$ cat src/rtl/im_fetch_ctrl.sv
// im_fetch_ctrl: instruction-memory read sequencer.
// Paces fetches by tick or single step and hands each word to the consumer.
module im_fetch_ctrl #(
    parameter int ADDR_W    = 4,
    parameter int TICK_DIV  = 250000,
    parameter int LAST_ADDR = 15
) (
    input  logic              clk,
    input  logic              rst,
    input  logic              start,
    input  logic              halt,
    input  logic              mode,
    input  logic              step,
    input  logic              in_ok,
    input  logic              data_ack,
    output logic [ADDR_W-1:0] rd_addr,
    output logic              rd_en,
    output logic              data_valid,
    output logic              busy,
    output logic              done
);

    localparam int CNT_W = (TICK_DIV > 1) ? $clog2(TICK_DIV) : 1;
    localparam logic [CNT_W-1:0]  CNT_LAST  = CNT_W'(TICK_DIV - 1);
    localparam logic [ADDR_W-1:0] ADDR_LAST = ADDR_W'(LAST_ADDR);

    typedef enum logic [2:0] {
        IDLE,
        WAIT,
        READ,
        PRESENT,
        DONE
    } state_t;

    state_t            state;
    state_t            state_n;
    logic [CNT_W-1:0]  cnt;
    logic [CNT_W-1:0]  cnt_n;
    logic [ADDR_W-1:0] addr_n;

    // Next state, tick counter and address; halt overrides everything.
    always_comb begin
        state_n = state;
        cnt_n   = cnt;
        addr_n  = rd_addr;
        if (halt) begin
            state_n = IDLE;
            cnt_n   = '0;
            addr_n  = '0;
        end else begin
            unique case (state)
                IDLE: begin
                    if (start) begin
                        state_n = WAIT;
                        cnt_n   = '0;
                        addr_n  = '0;
                    end
                end
                WAIT: begin
                    if (!mode) begin
                        if (in_ok) begin
                            if (cnt == CNT_LAST) begin
                                state_n = READ;
                                cnt_n   = '0;
                            end else begin
                                cnt_n = cnt + CNT_W'(1);
                            end
                        end
                    end else if (step && in_ok) begin
                        state_n = READ;
                    end
                end
                READ: begin
                    state_n = PRESENT;
                end
                PRESENT: begin
                    if (data_ack) begin
                        if (rd_addr == ADDR_LAST) begin
                            state_n = DONE;
                        end else begin
                            state_n = WAIT;
                            cnt_n   = '0;
                            addr_n  = rd_addr + ADDR_W'(1);
                        end
                    end
                end
                DONE: begin
                    state_n = IDLE;
                end
                default: begin
                    state_n = IDLE;
                end
            endcase
        end
    end

    // State register with outputs decoded from the next state so all are registered.
    always_ff @(posedge clk or negedge rst) begin
        if (!rst) begin
            state      <= IDLE;
            cnt        <= '0;
            rd_addr    <= '0;
            rd_en      <= 1'b0;
            data_valid <= 1'b0;
            busy       <= 1'b0;
            done       <= 1'b0;
        end else begin
            state      <= state_n;
            cnt        <= cnt_n;
            rd_addr    <= addr_n;
            rd_en      <= (state_n == READ);
            data_valid <= (state_n == PRESENT);
            busy       <= (state_n != IDLE);
            done       <= (state_n == DONE);
        end
    end

endmodule
$ cat config.mk
export PLATFORM = sky130hd
export DESIGN_NAME = im_fetch_ctrl
export DESIGN_NICKNAME = d
export VERILOG_FILES = /design/src/rtl/im_fetch_ctrl.sv
export SDC_FILE = /design/constraint.sdc
export NUM_CORES = 1
export LEC_CHECK = 0
export BUFFER_PORTS_ARGS = -buffer_cell sky130_fd_sc_hd__buf_2
export CAP_MARGIN = 40
export CORE_MARGIN = 4
export CORE_UTILIZATION = 58
export DETAILED_ROUTE_END_ITERATION = 6
export HOLD_SLACK_MARGIN = 0.08
export PLACE_DENSITY = 0.82
export RECOVER_POWER = 100
export SLEW_MARGIN = 10
export SYNTH_ARGS = -nofsm -noshare
export SYNTH_HDL_FRONTEND = slang
export SYNTH_SLANG_ARGS = --single-unit
$ cat constraint.sdc
create_clock -name clk -period 2.95 [get_ports clk]
set_input_delay 0.59 -clock clk [delete_from_list [all_inputs] [get_ports clk]]
set_output_delay 0.59 -clock clk [all_outputs]
set_load 0.02 [all_outputs]
== Word-level counts from Yosys, hierarchy flattened ==
Index checks and enable logic that the tools add are counted.
W data, S select, Z words.

* Add/subtract/negate cells: 2
* Eq/ne operators: 13
* Multiplexer cells: 22
* Reductions and logical operators: 7

{| class="wikitable"
|+ Operator list
! operator !! count
|-
| $mux W18 || 7
|-
| $pmux W18 S3 || 1
|-
| $mux W3 || 8
|-
| $add A18 B1 Y18 const B || 1
|-
| $eq A18 B18 Y1 const B || 1
|-
| $mux W4 || 4
|-
| $ne A3 B3 Y1 const B || 5
|-
| $eq A3 B2 Y1 const B || 4
|-
| $pmux W3 S4 || 1
|-
| $pmux W4 S2 || 1
|-
| $reduce_and A6 Y1 || 1
|-
| $reduce_bool A3 Y1 || 2
|-
| $add A4 B1 Y4 const B || 1
|-
| $eq A4 B4 Y1 const B || 1
|-
| $reduce_and A4 Y1 || 1
|-
| $reduce_bool A4 Y1 || 1
|-
| $eq A3 B1 Y1 const B || 1
|-
| $eq A3 B3 Y1 const B || 1
|-
| $logic_not A3 Y1 || 1
|-
| $logic_and A1 B1 Y1 || 1
|}

* Register bits: 29
* Bits of input ports: 8
* Word-level logic and storage cells: 51

== Logic depth before layout (Yosys ltp) ==
Gate-level depths: netlist of run 1.

* Depth in word-level cells: 7
* Gate-level depth with buffers: 7
* Gate-level depth less buffers: 6

== Worst setup path after synthesis of run 1 ==
Ideal clock, no wire load.

* Kind: register -> register
* Start: register cnt[5]
* End: register cnt[11]
* Setup time: 0.124 ns
* Data arrival time: 1.916 ns
* Data required time: 2.826 ns
* Setup slack: 0.910 ns
* Stages on the path, launching flop included: 7
* Buffers on the path: 1
* Period minus slack after synthesis: 2.040 ns
* Path through: dfrtp_1 -> or4_4 -> nor4_4 -> a21oi_2 -> buf_6 -> and3_1 -> a211o_1

* Longest elaborated chain between the ends: 6
* Elaborated cells on any way between the ends: 7

{| class="wikitable"
|+ Ends and longest elaborated chain
! element !! line !! text
|-
| start: declaration || 37 || <nowiki>logic [CNT_W-1:0] cnt;</nowiki>
|-
| start signal: assignment || 109 || <nowiki>cnt <= cnt_n;</nowiki>
|-
| $add A18 B1 Y18 or $eq A18 B18 Y1 (tied branches) || 66, 62 ||
|-
| $mux W18 (*) || 62 || <nowiki>if (cnt == CNT_LAST) begin</nowiki>
|-
| $mux W18 (*) || 61 || <nowiki>if (in_ok) begin</nowiki>
|-
| $mux W18 (*) || 60 || <nowiki>if (!mode) begin</nowiki>
|-
| $pmux W18 S3 (*) || 51 || <nowiki>unique case (state)</nowiki>
|-
| $mux W18 (*) || 46 || <nowiki>if (halt) begin</nowiki>
|}

Every way passes the cells marked *; elsewhere a longest branch is shown, timed or not. The select of a mux whose other input is x is not followed.
A chain may end at the register's enable or synchronous reset.

== Worst setup path in the final report of run 1 ==
* Start: register cnt[9]
* End: register cnt[7]

* Longest elaborated chain between the ends: 6

{| class="wikitable"
|+ Ends and longest elaborated chain
! element !! line
|-
| $eq A18 B18 Y1 || 62
|-
| $mux W18 || 62
|-
| $mux W18 || 61
|-
| $mux W18 || 60
|-
| $pmux W18 S3 || 51
|-
| $mux W18 || 46
|}

No other way between the ends. The select of a mux whose other input is x is not followed.

==> results.tsv, run 1 <==
metric	value	unit
port bufs	15	
synthesis-stage register bit count	29	
first-pass GRT wire length	6090	um
DR vias	1451	
Most used DFF post-synth	dfrtp_1	
postcts setup bufs	0	
routability-driven placement congestion ratio	0.816	
H-tree level count	2	
Sinks on Clock Net	29	
hold_ws	0.507	ns
Cell Pwr Density	413	mW/mm^2
failing checks	max-capacitance violations	
Final nets	201	
# rows	18	
Seq/Total Area, Yosys	0.445	
clk_skew	0.00651	ns
outcome	complete, but fails checks	
IO Count	16	
clock buffer depth	2	
Critical Path Fanout Max	14	
Die Footprint	0.00372	mm^2
Lkg Pwr	0.762	nW
Chip Height	61.0	um
setup TNS	0	ns
dpl cells	214	
Post-Syn Nets	186	
multi-input logic area	810	um^2
fillers	214	
Post-Layout Cell Count	222	
Layout area overhead	5.53	%
largest net degree at the start of global routing	30	
Reg clk slew, reported paths	0.09	ns
diodes inserted	0	
FF+latch area	726	um^2
unrepaired setup endpoints after global routing	no	
vias per std cell	6.54	
clk_lat worst skew	0.33	ns
Worst Tran Pin Value	1.50	ns
area of the mapped netlist	0.00163	mm^2
CP arrival	2.70	ns
maximum VDD drop	0.000349	V
max_cap viols	1	
CTS Hold Bufs	0	
DR DRC count	0	
Total GRT Usage	0.226	
drt initial violations	83	
Period Utilization, post-route	0.839	
CTS buffer count	5	
Slew Limit Fails	0	
Pwr Total	710	uW
Worst setup SP type	register	
First-pass DRT Iterations	5	
initial antenna violation count	0	
endpoint class of the critical path	register	
WS Path Type	reg2reg	
fraction of registers with async set/reset	1.00	
routed len/inst	16.3	um
starting density of the core	0.635	
die width	61.0	um
Tmin final	2.48	ns
Post-synth EDFFs	0	
Final Hold Vio Count	0	
share of layout cells above drive strength 1	0.120	
antenna-violating nets left	0	
core footprint	0.00257	mm^2
Slew HR	0.00167	
Synth Warn #	0	
Area after DPL	0.00170	mm^2
Mapped Avg Cell Area	9.26	um^2
Hold Crit Class	in2reg	
HPWL Detailed	2570	um
worst path required time	3.17	ns
vias in the first global route	1349	
Finished Cell Area	0.00172	mm^2
fmax	404	MHz
Root Buffer	clkbuf_4	
Netlist cell types	48	
count of final setup violators	0	
CTS tree	done	
final wirelength	3620	um
grt total ovfl	0	
post-cts repair resize count	0	
Mapped Cells	176	
## sequential cells by signal, summed over array words and instances, names as in the netlist
name        count
cnt            18
data_valid      1
rd_en           1
rd_addr         4
state           3
done            1
busy            1
## report_power, final
group,switching (mW),internal [mW]
Clock,0.129,0.0947
Sequential,0.00681,0.402
Combinational,0.0532,0.0242
## cell type report
type                       count  share of cell area
multi-input combinational    133               0.471
sequential                    29               0.422
timing repair buffer          17              0.0459
clock buffer                   8              0.0284
tap                           30              0.0218
inverter                       5              0.0109
## per-stage QoR
stage | utilization | worst slack [ns]
after global routing | 0.670 | 0.345
after detailed placement | 0.662 | 0.666
after global placement | 0.662 | 0.751
after CTS | 0.681 | 0.796
after floorplan | - | 0.910
final | 0.670 | 0.474
## path summary, 6_finish.rpt
| check | slack (ns) | from | endpoint | cells past startpoint |
|---|---|---|---|---|
| max in group asynchronous | 1.47 | rst | rd_addr[3] | 1 |
| hold / removal | 0.51 | halt | busy | 2 |
| min in group asynchronous | 0.61 | rst | cnt[4] | 1 |
| hold reg to reg | 0.52 | cnt[16] | cnt[16] | 1 |
| setup / recovery | 0.47 | cnt[9] | cnt[7] | 5 |
| setup reg to reg | 0.47 | cnt[9] | cnt[7] | 5 |
## synthesized netlist by cell type (2+ instances only)
cell type      count  area (um^2)
a211o_1            3         26.3
dfrtp_1           29          726
or4_1              2         15.0
inv_1              5         18.8
a21oi_1            4         20.0
nand3b_1           2         15.0
nor3_1             7         35.0
buf_2              4         20.0
dlygate4sd1_1      2         17.5
o31ai_1            2         15.0
and3_1             5         31.3
a31oi_1            3         18.8
o311ai_0           5         43.8
clkbuf_1           2         7.51
nand3_1           27          135
nand4_1            4         25.0
or2_2              3         18.8
mux2_2             2         22.5
nand2_1           14         52.6
a22o_1             3         26.3
ha_1               2         25.0
o21ai_0            7         35.0
and4_1             2         17.5
nor2_1            13         48.8
## cell usage in the layout (no fill, tap or decap), types with 2 or more instances in the layout
master / netlist / routed
o311ai_0: 5 / 5
and4_1: 2 / 2
dfrtp_1: 29 / 29
buf_4: 0 / 2
nor4_1: 1 / 2
nand3b_1: 2 / 2
and3_1: 5 / 5
nor3_1: 7 / 7
inv_1: 5 / 5
a22o_1: 3 / 3
buf_2: 4 / 6
nand2_1: 14 / 14
o31ai_1: 2 / 2
nor2_1: 13 / 13
a21oi_1: 4 / 4
clkbuf_1: 2 / 12
or2_2: 3 / 3
clkbuf_4: 0 / 5
or4_1: 2 / 2
nand3_1: 27 / 27
ha_1: 2 / 2
a211o_1: 3 / 4
o21ai_0: 7 / 7
nand4_1: 4 / 4
a31oi_1: 3 / 3
mux2_2: 2 / 2
## metal layers
layer	part of all wire	GRT usage	vias to the layer above
met5	0	0	-
met4	0.021	0.115	0
met3	0.059	0.0511	9
met2	0.47	0.357	55
met1	0.45	0.291	689
li1	-	-	698
## kinds of logic after synthesis
group           Yosys count  share of synthesized area
compound gates           40                      0.178
simple gates             89                      0.301
mux                       2                     0.0138
flops                    29                      0.445
buf+inv                  14                     0.0461
fa+ha+maj                 2                     0.0154
## worst max-delay path, stage by stage, from the launching register on
cell	delay, ns
dfrtp_1	0.45
or4_4	0.52
nor4_1	0.54
a211o_1	0.51
nor4_1	0.11
a211o_1	0.23
No activity file was read; power rests on OpenSTA's default activity.
==> run 2, diff against run 1 <==
clock period = 2.29 ns   (was 2.95 ns; I/O delays follow)
==> results.tsv, run 2 (same netlist as run 1, synthesis figures left out) <==
metric	value	unit	change
CP cell instances	or4_4 -> nor4_4 -> a21oi_2 -> nor2b_1 -> a221o_1		
diodes inserted	0		unchanged
First-pass DRT Iterations	4		-1
Clock power frac	0.334		+0.018
Worst Tran Pin Value	1.52	ns	+0.0194 ns
IO Count	16		unchanged
Period Utilization, post-route	0.948		+0.108
first-pass GRT wire length	6310	um	+3.6%
Layout area overhead	8.29	%	
Tmin final	2.17	ns	-0.306 ns
P_int	696	uW	+34%
largest net degree at the start of global routing	30		unchanged
Slowest cell on crit path	or4_4		
Reg2Reg Setup Slack	0.12	ns	-0.35 ns
Critical Path Fanout Max	12		-2
setup TNS	0	ns	unchanged
Pwr Total	946	uW	+33%
DR vias	1480		+2.0%
Sinks on Clock Net	29		unchanged
clk_skew	0.00470	ns	-0.00181 ns
CP arrival	2.39	ns	-0.31 ns
slowest cell delay on critical path	0.56	ns	+0.02 ns
port bufs	15		unchanged
combinational power share	0.109		about the same
routed len/inst	16.4	um	+0.39%
worst flop-to-flop path endpoint	cnt[10]		
commonest cells after routing, fill and taps aside	29 x dfrtp_1, 27 x nand3_1, 14 x nand2_1		
die width	61.0	um	unchanged
grt total ovfl	0		unchanged
routability-driven placement congestion ratio	0.836		+2.5%
fmax	461	MHz	+14%
R2R depth	5		unchanged
max FFs per register	18		unchanged
hold_ws	0.367	ns	-0.140 ns
Critical path buffers and inverters	0		unchanged
Slew HR	-0.0113		-0.0129
sequential share of power	0.557		-0.018
Slew Limit Fails	30		+30
Final nets	204		+1.5%
Largest Register	cnt		
CTS tree	done		
vias per std cell	6.61		+1.1%
switching share of total power	0.264		-0.00311
H-tree level count	2		unchanged
HPWL Detailed	2600	um	+1.2%
maximum VDD drop	0.000572	V	+64%
Reg clk slew, reported paths	0.09	ns	about the same
Total GRT Usage	0.235		+0.00838
WS Path Type	reg2reg		
delay-heaviest family, CP	simple AND/OR/NAND/NOR gates		
starting density of the core	0.635		unchanged
critical path endpoint	cnt[10]		
Root Buffer	clkbuf_4		
worst path required time	2.51	ns	-0.66 ns
final wirelength	3670	um	+1.3%
Crit. Startpoint	cnt[5]		
max_cap viols	1		unchanged
outcome	complete, but fails checks		
Finished Cell Area	0.00176	mm^2	+2.6%
CTS buffer count	5		unchanged
Levels on crit path	5		unchanged
post-cts repair resize count	0		unchanged
drt initial violations	99		+19%
RR Startpoint	cnt[5]		
Sw Pwr	249	uW	+32%
clk_lat worst skew	0.33	ns	about the same
Area after DPL	0.00172	mm^2	+1.3%
Cell Pwr Density	536	mW/mm^2	+30%
Chip Height	61.0	um	unchanged
failing checks	max-capacitance violations, max-slew violations		
unrepaired setup endpoints after global routing	no		
Worst setup SP type	register		
hold path cells	2		unchanged
Lkg Pwr	0.780	nW	+2.4%
core footprint	0.00257	mm^2	unchanged
share of layout cells above drive strength 1	0.149		+0.0297
antenna-violating nets left	0		unchanged
commonest non-fill, non-tap cell in the layout	dfrtp_1		
# rows	18		unchanged
count of final setup violators	0		unchanged
CTS Hold Bufs	0		unchanged
vias in the first global route	1402		+3.9%
Hold Crit Class	in2reg		
initial antenna violation count	0		unchanged
Largest regs	cnt: 18 flops, rd_addr: 4 flops, state: 3 flops		
DR DRC count	0		unchanged
postcts setup bufs	0		unchanged
Final Hold Vio Count	0		unchanged
endpoint class of the critical path	register		
Die Footprint	0.00372	mm^2	unchanged
clock buffer depth	2		unchanged
## run 2: worst min-delay path by stage
stage                  from  slack (ns)          to
floorplan               rst        0.16        busy
global placement    cnt[16]        0.49     cnt[16]
detailed placement      rst        0.51  data_valid
CTS                     rst        0.15    state[2]
global route           halt        0.36        busy
finish                 halt        0.37        busy
## run 2: power by group through the flow
stage                     clock network, mW  registers [mW]  logic (mW)
after global placement                    0           0.536       0.101
after detailed placement                  0           0.536       0.102
final                                 0.316           0.526       0.103
after CTS                             0.326           0.526       0.102
after floorplan                           0           0.533      0.0675
after global routing                  0.352           0.528       0.113
## run 2: area by class of cell
class,count,area [um^2]
Clock buffer,7,55.1
Tap cell,30,37.5
Inverter,5,18.8
Sequential cell,29,726
Multi-Input combinational cell,133,826
Fill cell,214,803
Timing Repair Buffer,20,101
## run 2: stage by stage
stage,setup WS [ns],util,instances
after CTS,0.114,0.692,224
after floorplan,0.250,-,176
final,0.120,0.687,224
after global routing,0.0213,0.687,224
after global placement,0.196,0.671,217
after detailed placement,0.127,0.671,217
## run 2: routing by layer
layer / vias up / wire length (um) / GRT usage
met5: - / 0 / 0
met4: 0 / 83 / 0.136
met1: 693 / 1550 / 0.297
met2: 72 / 1690 / 0.347
li1: 704 / - / -
met3: 11 / 337 / 0.0809
